==> config.mk <==
export PLATFORM = sky130hd
export DESIGN_NAME = mul_job_arbiter
export DESIGN_NICKNAME = d
export VERILOG_FILES = /design/src/rtl/mul_job_arbiter.sv
export SDC_FILE = /design/constraint.sdc
export NUM_CORES = 1
export LEC_CHECK = 0
export ABC_AREA = 1
export CORE_MARGIN = 4
export CORE_UTILIZATION = 50
export DETAILED_ROUTE_END_ITERATION = 6
export MAX_ROUTING_LAYER = met4
export PLACE_DENSITY = 0.82
export SLEW_MARGIN = 20
export SYNTH_ARGS = -nofsm -noshare
export SYNTH_HDL_FRONTEND = slang
export SYNTH_SLANG_ARGS = --single-unit
==> constraint.sdc <==
create_clock -name clk -period 7.4 [get_ports clk]
set_input_delay 2.22 -clock clk [delete_from_list [all_inputs] [get_ports clk]]
set_output_delay 2.22 -clock clk [all_outputs]
set_load 0.02 [all_outputs]
==> src/rtl/mul_job_arbiter.sv <==
// Two-requester round-robin scheduler in front of a bit-serial shift-add multiplier
// with a popcount stage and a back-pressurable tagged response port.
module mul_job_arbiter #(
    parameter int OPW  = 24,
    parameter int RESW = 32,
    parameter int CNTW = 16,
    localparam int ONW = $clog2(RESW + 1)
) (
    input  logic            clk,
    input  logic            n_reset,
    input  logic            req0_valid,
    output logic            req0_ready,
    input  logic [OPW-1:0]  req0_a1,
    input  logic [OPW-1:0]  req0_a2,
    input  logic            req1_valid,
    output logic            req1_ready,
    input  logic [OPW-1:0]  req1_a1,
    input  logic [OPW-1:0]  req1_a2,
    output logic            rsp_valid,
    input  logic            rsp_ready,
    output logic            rsp_id,
    output logic [RESW-1:0] rsp_w,
    output logic [ONW-1:0]  rsp_ones,
    output logic            rsp_ovf,
    output logic            busy,
    output logic [CNTW-1:0] op_count
);

    // state | meaning
    // IDLE  | waiting for a request; only state in which jobs are accepted
    // MULT  | one multiplier bit per cycle, OPW cycles
    // COUNT | register low word, ones count and overflow flag
    // RESP  | hold response until rsp_ready
    typedef enum logic [1:0] {IDLE, MULT, COUNT, RESP} state_t;

    localparam int PW = 2 * OPW;
    localparam int IW = (OPW > 1) ? $clog2(OPW) : 1;

    state_t          state, state_next;
    logic [OPW-1:0]  a1, a2;
    logic [PW-1:0]   acc;
    logic [IW-1:0]   i;
    logic            id;
    logic            last_grant;
    logic            grant;
    logic            take;
    logic            last_bit;
    logic            ovf;

    function automatic logic [ONW-1:0] popcount(input logic [RESW-1:0] v);
        logic [ONW-1:0] c;
        c = '0;
        for (int k = 0; k < RESW; k++) c = c + ONW'(v[k]);
        return c;
    endfunction

    generate
        if (RESW < PW) begin : g_ovf
            assign ovf = |acc[PW-1:RESW];
        end else begin : g_no_ovf
            assign ovf = 1'b0;
        end
    endgenerate

    // On a tie the requester that did not win last time gets the grant.
    always_comb begin
        grant = 1'b0;
        if (req0_valid && req1_valid) grant = ~last_grant;
        else if (req1_valid)          grant = 1'b1;
    end

    assign req0_ready = (state == IDLE) && req0_valid && !grant;
    assign req1_ready = (state == IDLE) && req1_valid && grant;
    assign take       = req0_ready || req1_ready;
    assign last_bit   = (i == IW'(OPW - 1));
    assign rsp_valid  = (state == RESP);
    assign busy       = (state != IDLE);

    always_comb begin
        state_next = state;
        case (state)
            IDLE:    if (take) state_next = MULT;
            MULT:    if (last_bit) state_next = COUNT;
            COUNT:   state_next = RESP;
            RESP:    if (rsp_ready) state_next = IDLE;
            default: state_next = IDLE;
        endcase
    end

    always_ff @(posedge clk) begin
        if (!n_reset) state <= IDLE;
        else          state <= state_next;
    end

    always_ff @(posedge clk) begin
        if (!n_reset) begin
            a1         <= '0;
            a2         <= '0;
            acc        <= '0;
            i          <= '0;
            id         <= 1'b0;
            last_grant <= 1'b1;
            rsp_id     <= 1'b0;
            rsp_w      <= '0;
            rsp_ones   <= '0;
            rsp_ovf    <= 1'b0;
            op_count   <= '0;
        end else begin
            case (state)
                IDLE: begin
                    if (take) begin
                        a1         <= grant ? req1_a1 : req0_a1;
                        a2         <= grant ? req1_a2 : req0_a2;
                        id         <= grant;
                        last_grant <= grant;
                        acc        <= '0;
                        i          <= '0;
                    end
                end
                MULT: begin
                    if (a2[i]) acc <= acc + (PW'(a1) << i);
                    i <= i + 1'b1;
                end
                COUNT: begin
                    rsp_w    <= acc[RESW-1:0];
                    rsp_ones <= popcount(acc[RESW-1:0]);
                    rsp_ovf  <= ovf;
                    rsp_id   <= id;
                end
                RESP: begin
                    if (rsp_ready) op_count <= op_count + 1'b1;
                end
                default: ;
            endcase
        end
    end

endmodule

==> metrics <==
final setup margin=about 1500 ps; Initial Utilization=0.508; leading cell type in the layout, fill and taps excluded=nand2_1; synthesized instance count=~2,100; Root Buffer=clkbuf_16; area of the core=about 25,000 sq um; CTS tree=built; Int Pwr=2.47 mW; CTS Sinks=between 150 and 200; hold_sp=op_count[15]; Worst EP arrival=3670 ps; Final min period=between 5000 and 6000 ps; ANT nets after route=0; final setup fails=0; proportion of power drawn by the clock network=0.192; net switching power=around 2.3 mW; DIE WIDTH=around 170 um; Req. time, crit path=approximately 5200 ps; dpl hpwl=32,800 um; final hold violations=0; crit path max fanout=3; Worst R2R Start=acc[1]; asr flop ratio synth=0; vias post-DR=13,646; H-Tree Depth=4; die span in y=~170 um; synth unique cells=between 40 and 50; Post-CTS Hold Fix Bufs=0; slew margin rel.=0.298; CTS Buf Count=17; initial drt markers=~1,000; vias in the first global route=about 13,000; max cap viols=0; crit path launch type=input port; synth-to-layout area growth=17.7%; combinational fraction of design power=0.551; Net Count, Synth=between 2,000 and 2,500; Total GRT Usage=0.296; Final Max Tran Viols=0; clock tree buffer depth=2; Yosys Warn Count=0; Setup Slack @ Placement=around 1500 ps; outcome=completed; GP Congestion=approximately 0.99; unrepaired setup endpoints after global routing=false; Final Skew=between 10 and 15 ps; Via density=5.33; Non-Filler Instances=between 2,000 and 3,000; IO buf count=between 150 and 200; largest net degree at the start of global routing=97; post_cts resized=0; Worst-Margin Slew=about 1100 ps; Clk Latency, worst-skew pair=between 400 and 500 ps; power density cells=316 nW/um^2; commonest cells after routing, fill and taps aside=682 x nand2_1, 279 x inv_1, 184 x nor2_1; Synth Register Bits=161; final instance area=about 15,000 sq um; DRC viols=0; final period utilization=0.796; r2r worst-path depth=18; routed wire length=between 40,000 and 50,000 um; reg2reg setup slack=about 2500 ps; maximum vdd ir drop=around 0.38 mV; I/O pin count=roughly 160; ys flop type=dfxtp_1; CP Class=input port to primary output; Post-Syn Area=12,800 sq um; CP Capture Type=primary output; drt first pass iters=6; first-pass GRT wire length=about 66,000 um; part of the power in registers=0.257; share of cells above drive strength 1=0.0364; mean post-synth cell area=roughly 6.0 sq um; Placed Cells=between 2,000 and 3,000; clock-pin slew on the worst setup and hold paths=about 80 ps; sequential cell area fraction in the yosys report=0.253; antenna violations before repair=0; fmax=between 0.15 and 0.2 GHz; WHS Endpoint=op_count[15]; nets=between 2,000 and 2,500; Worst Hold Path Cells=2; Die ar.=roughly 28,000 sq um; switch share=0.479; worst r2r dst=rsp_ones[5]; row cnt=a little under 60; Ant. Diodes=0; Post-synth EDFFs=0; setup bufs post-CTS=0; post-place instance area=about 14,000 sq um; wire length per cell=approximately 16 um; total congestion overflow=0; LEAKAGE=about 7 nW; worst hold path class=flip-flop to flip-flop; setup TNS=0 ps
## cell usage after synthesis (all sizes together) (2+ instances only)
cell type | number | share of area
o21bai | 2 | 0.0012
and2 | 7 | 0.0034
fa | 25 | 0.039
nand3 | 125 | 0.049
nor2 | 188 | 0.057
nor3 | 18 | 0.0071
or2 | 19 | 0.0093
xnor2 | 7 | 0.0048
nand2 | 687 | 0.20
o211ai | 2 | 0.0012
ha | 60 | 0.059
xor2 | 3 | 0.0021
inv | 286 | 0.084
nor4 | 5 | 0.0025
o21a | 6 | 0.0035
clkbuf | 52 | 0.015
buf | 36 | 0.018
a31oi | 59 | 0.029
o22ai | 6 | 0.0029
nand3b | 22 | 0.013
a21o | 2 | 0.0012
nor3b | 4 | 0.0024
a21oi | 116 | 0.046
nand4 | 17 | 0.0083
dfxtp | 161 | 0.25
o21ai | 179 | 0.070
mux2i | 13 | 0.010
## state kept, by name (all words and copies together) (netlist names)
register,flops
a2,24
rsp_id,1
op_count,16
last_grant,1
state,2
acc,48
rsp_ovf,1
i,5
a1,24
rsp_w,32
id,1
rsp_ones,6
## cell type report
class                   count  area, sq um
flip-flops and latches    161         3220
repair buffers            172         1690
inverters                 287         1080
clock buffers              17          425
clock inverters            15          166
well taps                 330          413
multi-input cells        1576         8030
fillers                  2534        10100
## how the worst max path moves through the flow
stage	from	end	cells after the start
finish	req0_valid	req0_ready	6
global placement	req0_valid	req0_ready	6
floorplan	req0_valid	req0_ready	4
global route	req0_valid	req0_ready	6
CTS	req0_valid	req0_ready	6
detailed placement	req0_valid	req0_ready	6
## power by group through the flow
| stage | combinational (mW) | clock (mW) | sequential (mW) |
|---|---|---|---|
| after floorplan | 1.81 | 0 | 1.27 |
| after global placement | 2.52 | 0 | 1.23 |
| after detailed placement | 2.59 | 0 | 1.24 |
| after CTS | 2.60 | 0.910 | 1.22 |
| after global routing | 2.92 | 0.947 | 1.24 |
| final | 2.61 | 0.909 | 1.22 |
## through the flow
stage          hold slack [ps]  utilization  total power [mW]
3_5_place_dp               471        0.575              3.83
5_1_grt                    501        0.598              5.11
3_3_place_gp               452        0.575              3.74
4_1_cts                    483        0.598              4.73
2_1_floorplan              429            -              3.08
6_report                   483        0.598              4.74
## worst max-delay path: stages
cell             delay [ps]
clkdlybuf4s50_1         480
nand2_1                  70
nand2_2                 110
inv_2                    60
nor2_4                  110
clkdlybuf4s50_1         620
## cells by family after synthesis
| logic type | synth area share |
|---|---|
| xor gates and xnor gates | 0.00687 |
| DFF | 0.253 |
| and+or+nand+nor | 0.356 |
| buffers and inverters | 0.118 |
| AOI/OAI and AO/OA | 0.158 |
| muxes | 0.0102 |
| adders and majority gates | 0.0981 |
## layer usage
metal / vias to the layer above / part of all wire / GRT usage
met3: 58 / 0.058 / 0.0430
met5: - / 0 / -
met4: 0 / 0.018 / 0.0646
met1: 6159 / 0.45 / 0.383
met2: 462 / 0.47 / 0.494
li1: 6967 / - / -
(Power assumes the default switching activity.)
